### src/rtl/icache_pkg.sv
// Shared types for the N-way instruction cache refill controller:
// FSM state encoding and the Execute-stage "no branch" opcode.
package icache_pkg;

  typedef enum logic [1:0] {
    IDLE  = 2'd0,
    DELAY = 2'd1,
    REQ   = 2'd2,
    FILL  = 2'd3
  } state_e;

  localparam logic [1:0] NON_BRANCH = 2'b00;

endpackage

### src/rtl/icache_rr_victim.sv
// Per-set round-robin victim pointers; presents the selected set's victim
// as a one-hot way mask and advances that set's pointer on request.
module icache_rr_victim #(
  parameter int S = 64,
  parameter int N = 2
) (
  input  logic                 clk_i,
  input  logic                 reset_ni,
  input  logic [$clog2(S)-1:0] set_sel_i,
  input  logic                 advance_i,
  output logic [N-1:0]         victim_o
);

  generate
    if (N == 1) begin : g_direct
      // Direct-mapped: no pointer state, way 0 is always the victim.
      logic unused_inputs;
      assign unused_inputs = &{1'b0, set_sel_i, advance_i, clk_i, reset_ni};
      assign victim_o = 1'b1;
    end else begin : g_rr
      localparam int PW = $clog2(N);
      logic [PW-1:0] ptr_reg [S];

      // N is a power of two, so natural wrap of the PW-bit pointer is mod N.
      always_ff @(posedge clk_i or negedge reset_ni) begin
        if (!reset_ni) begin
          for (int i = 0; i < S; i++) ptr_reg[i] <= '0;
        end else if (advance_i) begin
          ptr_reg[set_sel_i] <= ptr_reg[set_sel_i] + 1'b1;
        end
      end

      assign victim_o = N'(1) << ptr_reg[set_sel_i];
    end
  endgenerate

endmodule

### src/rtl/instr_cache_ctlr_nway.sv
// N-way instruction cache miss/refill controller with round-robin victims.
// Define ICACHE_PERF_CNT_EN to add free-running hit/miss counters.
module instr_cache_ctlr_nway
  import icache_pkg::*;
#(
  parameter int S = 64,
  parameter int N = 2,
  parameter int B = 4
) (
  input  logic                 clk_i,
  input  logic                 reset_ni,
  input  logic [$clog2(S)-1:0] set_i,
  input  logic [N-1:0]         way_hit_i,
  input  logic [1:0]           branch_op_e_i,
  input  logic [1:0]           pc_src_reg_i,
  input  logic                 mem_ready_i,
  input  logic                 mem_valid_i,
  output logic [S-1:0]         active_array_o,
  output logic                 instr_miss_f_o,
  output logic [N-1:0]         way_rep_o,
  output logic [$clog2(B)-1:0] fill_word_o,
  output logic                 mem_req_o,
  output logic                 fill_done_o
`ifdef ICACHE_PERF_CNT_EN
  ,
  output logic [31:0]          hit_cnt_o,
  output logic [31:0]          miss_cnt_o
`endif
);

  localparam int SW = $clog2(S);
  localparam int BW = $clog2(B);

  state_e          state_reg, state_next;
  logic [SW-1:0]   fill_set_reg;
  logic [N-1:0]    victim_reg;
  logic [BW-1:0]   cnt_reg;
  logic [N-1:0]    victim;
  logic [SW-1:0]   victim_set;
  logic            miss, flush, beat, last_beat;
  logic            unused_pc_src;

  assign miss      = ~|way_hit_i;
  assign flush     = pc_src_reg_i[1];
  assign beat      = (state_reg == FILL) && mem_valid_i;
  assign last_beat = beat && (cnt_reg == BW'(B - 1));
  assign unused_pc_src = &{1'b0, pc_src_reg_i[0]};

  // During a fill the pointer of the latched set is advanced, not set_i's.
  assign victim_set = (state_reg == FILL) ? fill_set_reg : set_i;

  icache_rr_victim #(.S(S), .N(N)) u_victim (
    .clk_i     (clk_i),
    .reset_ni  (reset_ni),
    .set_sel_i (victim_set),
    .advance_i (last_beat),
    .victim_o  (victim)
  );

  always_comb begin
    state_next = state_reg;
    case (state_reg)
      IDLE:    if (miss && !flush)
                 state_next = (branch_op_e_i == NON_BRANCH) ? REQ : DELAY;
      DELAY:   state_next = flush ? IDLE : REQ;
      REQ:     if (mem_ready_i) state_next = FILL;
               else if (flush)  state_next = IDLE;
      FILL:    if (last_beat) state_next = IDLE;
      default: state_next = IDLE;
    endcase
  end

  always_ff @(posedge clk_i or negedge reset_ni) begin
    if (!reset_ni) begin
      state_reg    <= IDLE;
      cnt_reg      <= '0;
      fill_set_reg <= '0;
      victim_reg   <= '0;
    end else begin
      state_reg <= state_next;
      if (state_reg == REQ && mem_ready_i) begin
        fill_set_reg <= set_i;
        victim_reg   <= victim;
      end
      if (beat) cnt_reg <= last_beat ? '0 : cnt_reg + 1'b1;
    end
  end

  assign active_array_o = S'(1) << set_i;
  assign instr_miss_f_o = (state_reg == IDLE) ? miss : 1'b1;
  assign mem_req_o      = (state_reg == REQ);
  assign way_rep_o      = beat ? victim_reg : '0;
  assign fill_word_o    = cnt_reg;
  assign fill_done_o    = last_beat;

`ifdef ICACHE_PERF_CNT_EN
  always_ff @(posedge clk_i or negedge reset_ni) begin
    if (!reset_ni) begin
      hit_cnt_o  <= '0;
      miss_cnt_o <= '0;
    end else if (state_reg == IDLE) begin
      if (!miss)              hit_cnt_o  <= hit_cnt_o + 1'b1;
      if (state_next != IDLE) miss_cnt_o <= miss_cnt_o + 1'b1;
    end
  end
`endif

endmodule

### config.mk
export PLATFORM = sky130hd
export DESIGN_NAME = instr_cache_ctlr_nway
export DESIGN_NICKNAME = d
export VERILOG_FILES = /design/src/rtl/icache_pkg.sv /design/src/rtl/icache_rr_victim.sv /design/src/rtl/instr_cache_ctlr_nway.sv
export SDC_FILE = /design/constraint.sdc
export NUM_CORES = 1
export LEC_CHECK = 0
export CORE_UTILIZATION = 48
export DETAILED_ROUTE_END_ITERATION = 10
export HOLD_SLACK_MARGIN = 0.02
export PLACE_DENSITY = 0.76
export SYNTH_ARGS = -nofsm -noshare
export SYNTH_HDL_FRONTEND = slang
export SYNTH_SLANG_ARGS = --single-unit
export TNS_END_PERCENT = 30
### constraint.sdc
create_clock -name clk_i -period 2.4 [get_ports clk_i]
set_clock_uncertainty 0.2 [all_clocks]
set_input_delay 0.24 -clock clk_i [delete_from_list [all_inputs] [get_ports clk_i]]
set_output_delay 0.24 -clock clk_i [all_outputs]
set_load 0.03 [all_outputs]
==> impl_results.rst, run 1 <==
.. list-table::
   :header-rows: 1

   * - Metric
     - Value
   * - Mux cell area share after synthesis
     - 1.836%
   * - Share of the synthesized area in the top cell type
     - 39.31%
   * - Number of input and output port buffers inserted
     - 85
   * - Vias per cell
     - 6.630
   * - Adder and majority gate portion of the synthesized area
     - 0.2586%
   * - Unique cell type count in the Yosys netlist
     - 47
   * - Count of warnings emitted by yosys
     - 0
   * - Post-synthesis to final-layout area growth
     - 54.54%
   * - Clk Tree Root Cell
     - clkbuf_8
   * - RD Place Congestion
     - 0.8910
   * - Fraction of layout cells with a size suffix above 1
     - 42.06%
   * - Part of the power in registers
     - 36.3%
   * - Fill cells
     - 613
   * - Setup repair after global routing missed its margin
     - true
   * - Met1 Resource Use GR
     - 42.72%
   * - Worst-Margin Slew
     - 987.4 ps
   * - Detailed-route via count
     - 5516
   * - Worst hold path class
     - reg -> reg
   * - DR pass1 iterations
     - 5
   * - Clk_lat worst skew
     - 380 ps
   * - Status
     - complete, but fails checks
   * - Initial Util
     - 49.50%
   * - Category of the worst setup path capture point
     - flop
   * - Power after layout
     - 4.237 mW
   * - Worst-path maximum fanout
     - 8
   * - Largest family of logic cells by synthesized area
     - compound AO/OA/AOI/OAI gates
   * - Synth top cells by count
     - o21ai_0, dfrtp_1, nor2_1
   * - Peak supply drop
     - 0.0005874 V
   * - Share of the synthesized area in compound gates (AO/OA/AOI/OAI)
     - 33.80%
   * - GRT Resource Usage Total
     - 33.50%
   * - Post-Synthesis Cell Area
     - 4838 um2
   * - Largest area contributor in the netlist
     - dfrtp_1
   * - Startpoint of the most critical register-to-register path
     - state_reg[0]
   * - Worst-case register-to-register setup slack
     - -600 ps
   * - Syn avg cell area
     - 8.687 um2
   * - Net count after synthesis
     - 574
   * - Die width
     - 102.4 um
   * - Seq/Total Area, Yosys
     - 39.31%
   * - Endpoint of the worst register-to-register path
     - u_victim.g_rr.ptr_reg[43]
   * - Asr flop ratio synth
     - 100.0%
   * - EDFF count, synth
     - 0
   * - DP HPWL
     - 9603 um
   * - Main flop type after synthesis
     - dfrtp_1
   * - Core Region
     - 9774 um2
   * - DRT antenna net count
     - 0
   * - Cell Pwr Density
     - 566.6 nW/um2
   * - Clock buffer count from CTS
     - 9
   * - Logic depth of the worst register-to-register path
     - 11
   * - Clock sink count
     - 76
   * - Sw frac
     - 37.96%
   * - Critical path data required time
     - 2470 ps
   * - Overall routed net length
     - 18540 um
   * - Fraction of met3 tracks used by global routing
     - 8.208%
   * - Wire length per cell
     - 22.29 um
   * - Die ar.
     - 10490 um2
   * - Total count of max-transition violations in the final report
     - 0
   * - Final clock period utilization by the worst path
     - 125.0%
   * - CTS clk-pin slew, worst paths
     - 80 ps
   * - Count of nets after finishing
     - 712
   * - Simple-gate area share of the yosys netlist
     - 17.77%
   * - Reported leakage power
     - 3.225 nW
   * - Reported net switching power
     - 1.608 mW
   * - Non-Filler Cell Area, Final
     - 7477 um2
   * - Dpl cells
     - 778
   * - Post-layout instance count excluding filler cells
     - 832
   * - Flip-flop and latch count after synthesis
     - 76
   * - Critical path launch point type
     - flop
   * - Failing checks
     - setup timing
   * - Critical path data arrival time
     - 3070 ps
   * - Worst hold path endpoint
     - victim_reg[0]
   * - Std cell rows
     - 36
   * - Flip-flop count of the largest register after layout
     - 64
   * - Relative contribution of combinational cells to total power
     - 40.1%
   * - Category of the most critical setup path
     - reg -> reg
   * - Setup violation total in the final timing report
     - 66
   * - Setup slack after layout
     - -598.9 ps
   * - H-tree level count
     - 3
   * - Number of remaining DRC errors
     - 0
   * - Internal portion of total power
     - 2.628 mW
   * - Placed cell area
     - 6157 um2
   * - Final-report hold violation count
     - 0
   * - Max Fclk
     - 0.3335 GHz
   * - Final design utilization
     - 76.50%
   * - # IOs
     - 87
   * - Fraction of power consumed by the clock network
     - 23.5%
   * - Pre-CTS setup slack
     - -833.9 ps
   * - Hold path depth
     - 2
   * - Number of global-route vias before repair
     - 5143
   * - Clock tree from TritonCTS
     - done
   * - Worst-case headroom to the max-slew limit
     - 34.17%
   * - Detailed Route Iter0 Violations
     - 613
   * - Most frequently used cell type in the post-synthesis netlist
     - o21ai_0
   * - Maximum number of pins on one net before global-route repair
     - 77
   * - Die boundary height
     - 102.4 um
   * - Launch instance of the worst min-delay path
     - victim_reg[0]
   * - Main area contributors after synthesis
     - dfrtp_1, o21ai_0, o41ai_1
   * - Overall overflow remaining after global route
     - 0
   * - Number of antenna violations at the first check in global routing
     - 1
   * - Xor-xnor portion of the synthesized cell area
     - 0%
   * - CTS Buffer Depth
     - 2
   * - GR peak layer
     - met2
   * - Final period demand of the worst path
     - 2999 ps
   * - Max-cap check violation count
     - 0
   * - Ant diodes
     - 0
   * - Global-route wire length before repair
     - 26610 um
   * - Post-synthesis cell count
     - 557
   * - GR Util met2
     - 54.41%
-- per-stage QoR --
step | hold WS, ps | setup TNS [ps]
final | 301.5 | -31970
after global routing | 343.4 | -35070
after CTS | 312.3 | -21650
after detailed placement | 251.6 | -50090
after global placement | 234.8 | -45420
after floorplan | -255.6 | -3170
-- logic make-up after synthesis --
kind of cell,Yosys count
DFF,76
muxes,8
and+or+nand+nor,182
AOI/OAI and AO/OA,223
adders and majority gates,1
buffers and inverters,67
-- cell type report --
class,instances,area [um2],share of cell area [%]
clock buffers,11,141.4,1.891
clock inverters,4,50.05,0.6693
inverters,2,7.507,0.1004
multi-input cells,418,3356,44.88
flip-flops and latches,76,1903,25.45
well taps,133,166.4,2.226
repair buffers,188,1853,24.78
-- worst max path at each step --
stage,startpoint,depth (start not counted),slack [ps],to
6_report,state_reg[0],11,-600,u_victim.g_rr.ptr_reg[43]
5_1_grt,state_reg[0],11,-660,u_victim.g_rr.ptr_reg[43]
4_1_cts,state_reg[0],11,-390,u_victim.g_rr.ptr_reg[55]
3_5_place_dp,set_i[0],10,-830,u_victim.g_rr.ptr_reg[27]
3_3_place_gp,set_i[0],10,-710,u_victim.g_rr.ptr_reg[33]
2_1_floorplan,state_reg[1],9,-80,u_victim.g_rr.ptr_reg[59]
-- cell usage in the layout, fill, tap and decap left out, types with 3 or more instances in the layout --
cell type	n
a21oi_2	6
and2_1	3
o21ai_1	9
or3_1	4
buf_12	12
nand2_1	24
buf_8	3
nand3_2	3
nand3_1	37
buf_4	136
buf_6	9
clkdlybuf4s50_1	17
nand2b_1	12
nor2b_1	4
a21oi_1	20
nor2_1	74
a21o_1	9
clkbuf_16	4
o41ai_4	20
or2_2	4
nand4b_1	3
dfrtp_1	75
mux2_2	7
buf_16	6
clkbuf_8	10
o41ai_2	48
o21ai_0	91
-- power groups by stage --
| stage | combinational [mW] | clock, mW | sequential (mW) |
|---|---|---|---|
| global placement | 1.25 | 0 | 1.53 |
| global route | 1.77 | 1.05 | 1.56 |
| floorplan | 0.812 | 0 | 1.53 |
| CTS | 1.54 | 1.01 | 1.53 |
| detailed placement | 1.29 | 0 | 1.54 |
| finish | 1.70 | 0.997 | 1.54 |
-- per-layer routing --
metal / wire [um] / part of all wire, %
met1: 6769 / 37
met2: 8823 / 48
met3: 1979 / 11
met4: 969 / 5.2
met5: 0 / 0
-- critical path, stage by stage (launching register included) --
cell and delay, ps:
dfrtp_1 420, buf_12 160, and4b_1 220, a31oi_4 260, buf_6 150, a21oi_2 40, o41ai_4 400, buf_4 180
o2111ai_4 190, buf_12 220, buf_16 160, o41ai_4 300
-- repair_timing --
| item | CTS | global route |
|---|---|---|
| hold endpoints to repair | 76 | 0 |
| buffers inserted | 20 | 6 |
| pin swaps | 55 | 22 |
| setup endpoints to repair | 67 | 69 |
| gates cloned | 10 | 4 |
| resized for setup | 59 | 33 |
| hold buffers | 1 | 0 |
(Power assumes the default switching activity.)
==> run 2: changes to the inputs <==
- ABC_CLOCK_PERIOD_IN_PS: unset -> 2400
- MAX_ROUTING_LAYER: unset -> met4
==> run 2 against run 1 <==
  * The flow still finishes with violations (setup timing)
  * Largest power group unchanged
  * Highest routed layer unchanged
  * Power fell by 0.18%
  * Sequential cell count did not move
  * Count of clock-buffer cells in the layout did not move
  * Critical path type unchanged
  * Via count rose by 0.80%
  * Non-clock buffer count did not move
  * Wire length rose by 2.1%
  * Worst setup slack got worse by 26 ps
  * Die area did not move
  * Global-route usage rose by 1.1 points
==> impl_results.rst, run 2 (synthesized netlist as in run 1, its figures left out) <==
.. list-table::
   :header-rows: 1

   * - Metric
     - Value
   * - Flip-flop count of the largest register after layout
     - 64
   * - Vias per cell
     - 6.683
   * - Reported net switching power
     - 1.614 mW
   * - Critical path's most frequent cell
     - buf_12
   * - Clock tree from TritonCTS
     - done
   * - Endpoint of the worst register-to-register path
     - u_victim.g_rr.ptr_reg[52]
   * - Peak supply drop
     - 0.0005092 V
   * - Critical path launch point type
     - flop
   * - Clock sink count
     - 76
   * - Max-cap check violation count
     - 0
   * - Setup violation total in the final timing report
     - 66
   * - Initial Util
     - 49.50%
   * - Setup repair after global routing missed its margin
     - true
   * - Critical path data required time
     - 2460 ps
   * - Sw frac
     - 38.17%
   * - Detailed-route via count
     - 5560
   * - # IOs
     - 87
   * - Pre-CTS setup slack
     - -833.9 ps
   * - Ant diodes
     - 0
   * - Clk Tree Root Cell
     - clkbuf_8
   * - Final period demand of the worst path
     - 3025 ps
   * - Hold path depth
     - 2
   * - Count of nets after finishing
     - 712
   * - Fraction of power consumed by the clock network
     - 23.7%
   * - Post-layout instance count excluding filler cells
     - 832
   * - GRT Resource Usage Total
     - 34.63%
   * - Setup slack after layout
     - -624.9 ps
   * - Critical path data arrival time
     - 3090 ps
   * - Overall routed net length
     - 18930 um
   * - Worst hold path class
     - reg -> reg
   * - Critical-path cell list
     - buf_12 -> buf_12 -> a21bo_4 -> buf_6 -> nand3_2 -> a21oi_2 -> o41ai_2 -> buf_4 -> o2111ai_4 -> buf_12 -> buf_12 -> o41ai_2
   * - Die ar.
     - 10490 um2
   * - Most frequent standard cell in the layout excluding fill and tap cells
     - buf_4
   * - Dpl cells
     - 778
   * - Post-synthesis to final-layout area growth
     - 55.50%
   * - Number of input and output port buffers inserted
     - 85
   * - Logic depth of the worst register-to-register path
     - 12
   * - Clock buffer count from CTS
     - 9
   * - Number of remaining DRC errors
     - 0
   * - Category of the worst setup path capture point
     - flop
   * - Final design utilization
     - 76.97%
   * - Fraction of layout cells with a size suffix above 1
     - 42.20%
   * - Number of antenna violations at the first check in global routing
     - 0
   * - Worst-case register-to-register setup slack
     - -620 ps
   * - DP HPWL
     - 9603 um
   * - Reported leakage power
     - 3.227 nW
   * - Worst-case headroom to the max-slew limit
     - 34.10%
   * - CTS Buffer Depth
     - 2
   * - Global-route wire length before repair
     - 26610 um
   * - Internal portion of total power
     - 2.615 mW
   * - H-tree level count
     - 3
   * - Std cell rows
     - 36
   * - Launch instance of the worst min-delay path
     - victim_reg[0]
   * - Post-route worst hold slack
     - 303.7 ps
   * - Maximum number of pins on one net before global-route repair
     - 77
   * - Failing checks
     - setup timing
   * - DRT antenna net count
     - 0
   * - Relative contribution of combinational cells to total power
     - 39.9%
   * - Number of global-route vias before repair
     - 5138
   * - Worst hold path endpoint
     - victim_reg[0]
   * - Worst-Margin Slew
     - 988.5 ps
   * - Final clock period utilization by the worst path
     - 126.0%
   * - Cell Pwr Density
     - 562.1 nW/um2
   * - Die boundary height
     - 102.4 um
   * - Core Region
     - 9774 um2
   * - Detailed Route Iter0 Violations
     - 554
   * - Worst-path maximum fanout
     - 8
   * - Total count of max-transition violations in the final report
     - 0
   * - DR pass1 iterations
     - 6
   * - Startpoint of the most critical register-to-register path
     - state_reg[0]
   * - Clk_lat worst skew
     - 380 ps
   * - Overall overflow remaining after global route
     - 0
   * - Final-report hold violation count
     - 0
   * - Library cell contributing the largest single delay on the critical path
     - dfrtp_1
   * - Part of the power in registers
     - 36.4%
   * - Die width
     - 102.4 um
   * - RD Place Congestion
     - 0.9060
   * - Status
     - complete, but fails checks
   * - Max Fclk
     - 0.3306 GHz
   * - CTS clk-pin slew, worst paths
     - 80 ps
   * - Most frequent cells in the layout
     - buf_4, o21ai_0, dfrtp_1, nor2_1, o41ai_2
   * - Max stage delay on crit path
     - 420 ps
   * - Category of the most critical setup path
     - reg -> reg
   * - Wire length per cell
     - 22.75 um
## run 2: worst max path at each step
stage               cells after the start  slack (ps)    startpoint                         to
finish                                 12        -620  state_reg[0]  u_victim.g_rr.ptr_reg[52]
global route                           11        -640  state_reg[0]  u_victim.g_rr.ptr_reg[37]
CTS                                    11        -390  state_reg[0]  u_victim.g_rr.ptr_reg[55]
detailed placement                     10        -830      set_i[0]  u_victim.g_rr.ptr_reg[27]
global placement                       10        -710      set_i[0]  u_victim.g_rr.ptr_reg[33]
floorplan                               9         -80  state_reg[1]  u_victim.g_rr.ptr_reg[59]
## run 2: layout make-up
type	count	area, um2
fill	619	2251
timing repair buffer	188	1873
clock buffer	11	141.4
sequential	76	1903
inverter	2	7.507
multi-input combinational	418	3382
clock inverter	4	50.05
tap	133	166.4
## run 2: per-stage QoR
step / setup TNS [ps] / power [mW] / cell area, um2
after floorplan: -3170 / 2.342 / 5036
after global placement: -45420 / 2.785 / 6157
after detailed placement: -50090 / 2.832 / 6157
after CTS: -21650 / 4.081 / 7098
after global routing: -37060 / 4.389 / 7523
final: -34850 / 4.229 / 7523
## run 2: repair_timing
item | in CTS | in global routing
setup buffers | 20 | 5
gates resized for setup | 59 | 36
hold buffers | 1 | 0
pin swaps | 55 | 27
endpoints found under the hold margin | 76 | 0
endpoints found under the setup margin | 67 | 69
gates cloned | 10 | 5
## run 2: metal layers
| layer | routed length (um) | vias up | global-route usage [%] |
|---|---|---|---|
| li1 | - | 2366 | - |
| met1 | 6853 | 2655 | 42.63 |
| met2 | 9075 | 405 | 54.52 |
| met3 | 1927 | 134 | 8.550 |
| met4 | 1072 | 0 | 13.85 |
| met5 | 0 | - | - |
## run 2: power by group through the flow
stage	logic [mW]	registers, mW	clock network, mW
2_1_floorplan	0.812	1.53	0
3_3_place_gp	1.25	1.53	0
3_5_place_dp	1.29	1.54	0
4_1_cts	1.54	1.53	1.01
5_1_grt	1.77	1.56	1.06
6_report	1.69	1.54	1.00
## run 2: worst max-delay path, delay by kind of cell (launching register included)
family / cells / cell delay (ps)
flops: 1 / 420
compound gates: 5 / 1250
buf+inv: 6 / 960
simple gates: 1 / 70
==> run 3: changes to the inputs <==
- TNS_END_PERCENT: 30 -> 10
==> run 3 against run 2 <==
  * The run still ends with setup timing left
  * Final cell count down 0.36%
  * Wire length down 11%
  * Register-to-register slack improved by 40 ps
  * Largest cell class unchanged
  * Largest power group unchanged
==> impl_results.rst, run 3 (synthesized netlist as in run 1, its figures left out) <==
.. list-table::
   :header-rows: 1

   * - Metric
     - Value
   * - Clk_lat worst skew
     - 370 ps
   * - Critical path data arrival time
     - 3040 ps
   * - Clock sink count
     - 76
   * - Setup repair after global routing missed its margin
     - true
   * - Vias per cell
     - 6.306
   * - Clk Tree Root Cell
     - clkbuf_8
   * - Category of the most critical setup path
     - in -> reg
   * - Fraction of met3 tracks used by global routing
     - 6.635%
   * - Maximum number of pins on one net before global-route repair
     - 77
   * - GR peak layer
     - met2
   * - Most frequent cells in the layout
     - buf_4, o21ai_0, nor2_1, dfrtp_1, o41ai_2
   * - Worst-case register-to-register setup slack
     - -580 ps
   * - Critical path launch point type
     - primary input
   * - Detailed-route via count
     - 5228
   * - Die width
     - 102.4 um
   * - Number of global-route vias before repair
     - 5131
   * - # IOs
     - 87
   * - Critical path data required time
     - 2450 ps
   * - Clock tree from TritonCTS
     - done
   * - GRT Resource Usage Total
     - 34.50%
   * - Status
     - complete, but fails checks
   * - Final clock period utilization by the worst path
     - 124.4%
   * - Count of nets after finishing
     - 707
   * - Peak supply drop
     - 0.0006589 V
   * - Core Region
     - 9774 um2
   * - Pre-CTS setup slack
     - -901.9 ps
   * - Critical-path cell list
     - clkdlybuf4s50_1 -> buf_4 -> a21bo_4 -> buf_12 -> nand3_1 -> a21oi_1 -> o41ai_2 -> buf_4 -> o2111ai_4 -> buf_12 -> buf_16 -> o41ai_4
   * - Detailed Route Iter0 Violations
     - 342
   * - Category of the worst setup path capture point
     - flop
   * - Worst-Margin Slew
     - 703.3 ps
   * - Failing checks
     - setup timing
   * - Global-route wire length before repair
     - 26600 um
   * - Die ar.
     - 10490 um2
   * - Number of input and output port buffers inserted
     - 85
   * - Dpl cells
     - 781
   * - Post-synthesis to final-layout area growth
     - 51.82%
   * - RD Place Congestion
     - 0.9110
   * - H-tree level count
     - 3
   * - Max-cap check violation count
     - 0
   * - Worst-path maximum fanout
     - 10
   * - Library cell contributing the largest single delay on the critical path
     - clkdlybuf4s50_1
   * - Std cell rows
     - 36
   * - Most frequent standard cell in the layout excluding fill and tap cells
     - buf_4
   * - DR pass1 iterations
     - 5
   * - Post-layout instance count excluding filler cells
     - 829
   * - Met1 Resource Use GR
     - 43.14%
   * - Worst-case headroom to the max-slew limit
     - 52.84%
   * - Power after layout
     - 4.276 mW
   * - Fraction of layout cells with a size suffix above 1
     - 41.29%
   * - Die boundary height
     - 102.4 um
   * - GR Util met2
     - 54.52%
   * - Worst hold path class
     - in -> async
   * - Placed cell area
     - 6165 um2
   * - Wire length per cell
     - 20.26 um
   * - Post-route worst hold slack
     - 251.5 ps
   * - Max stage delay on crit path
     - 550 ps
   * - Total count of max-transition violations in the final report
     - 0
   * - Overall overflow remaining after global route
     - 0
   * - Number of antenna violations at the first check in global routing
     - 1
   * - DP HPWL
     - 9998 um
   * - Setup violation total in the final timing report
     - 66
   * - Clock buffer count from CTS
     - 9
   * - Number of remaining DRC errors
     - 0
   * - Setup slack after layout
     - -585.6 ps
   * - Reported leakage power
     - 3.226 nW
   * - Initial Util
     - 49.50%
   * - Non-Filler Cell Area, Final
     - 7346 um2
   * - Overall routed net length
     - 16800 um
   * - Final design utilization
     - 75.15%
   * - CTS clk-pin slew, worst paths
     - 80 ps
   * - Final-report hold violation count
     - 0
   * - Cell Pwr Density
     - 582.0 nW/um2
   * - DRT antenna net count
     - 0
   * - Max Fclk
     - 0.3349 GHz
   * - Final period demand of the worst path
     - 2986 ps
   * - CTS Buffer Depth
     - 2
   * - Flip-flop count of the largest register after layout
     - 64
   * - Summed negative setup slack over all endpoints
     - -34170 ps
[run 3: worst paths after layout]
path,from,endpoint,cells after the start
min in group clk_i,victim_reg[0],victim_reg[0],2
worst min-delay path,reset_ni,u_victim.g_rr.ptr_reg[29],3
worst min register to register,victim_reg[0],victim_reg[0],2
max in group asynchronous,reset_ni,state_reg[1],3
worst max-delay path,set_i[0],u_victim.g_rr.ptr_reg[20],12
worst max register to register,state_reg[0],u_victim.g_rr.ptr_reg[20],12
[run 3: worst max-delay path: cells and delay by family]
family / cells / cell delay (ps)
buf+inv: 6 / 1420
compound gates: 5 / 1270
simple gates: 1 / 90
[run 3: cell type report]
cell class / count / area (um2)
fill: 673 / 2429
clock inverter: 6 / 86.33
multi-input combinational: 415 / 3261
sequential: 76 / 1904
tap: 133 / 166.4
timing repair buffer: 186 / 1780
antenna: 1 / 2.502
clock buffer: 10 / 137.6
inverter: 2 / 7.507
[run 3: routing by layer]
| metal | up-vias | part of all wire (%) |
|---|---|---|
| li1 | 2351 | - |
| met1 | 2572 | 42 |
| met2 | 252 | 49 |
| met3 | 53 | 6.5 |
| met4 | 0 | 3.3 |
| met5 | - | 0 |
[run 3: report_power, final]
part	switching (mW)	total (mW)	internal [mW]
registers	0.115	1.52	1.40
logic	0.921	1.63	0.708
clock network	0.515	1.13	0.614
total	1.55	4.28	2.72
[run 3: what timing repair did]
action	4_1_cts	5_1_grt
resized for setup	62	16
endpoints found under the setup margin	67	70
setup buffers	19	4
endpoints found under the hold margin	76	0
pin swaps	48	5
hold buffers	1	0
gates cloned	7	0
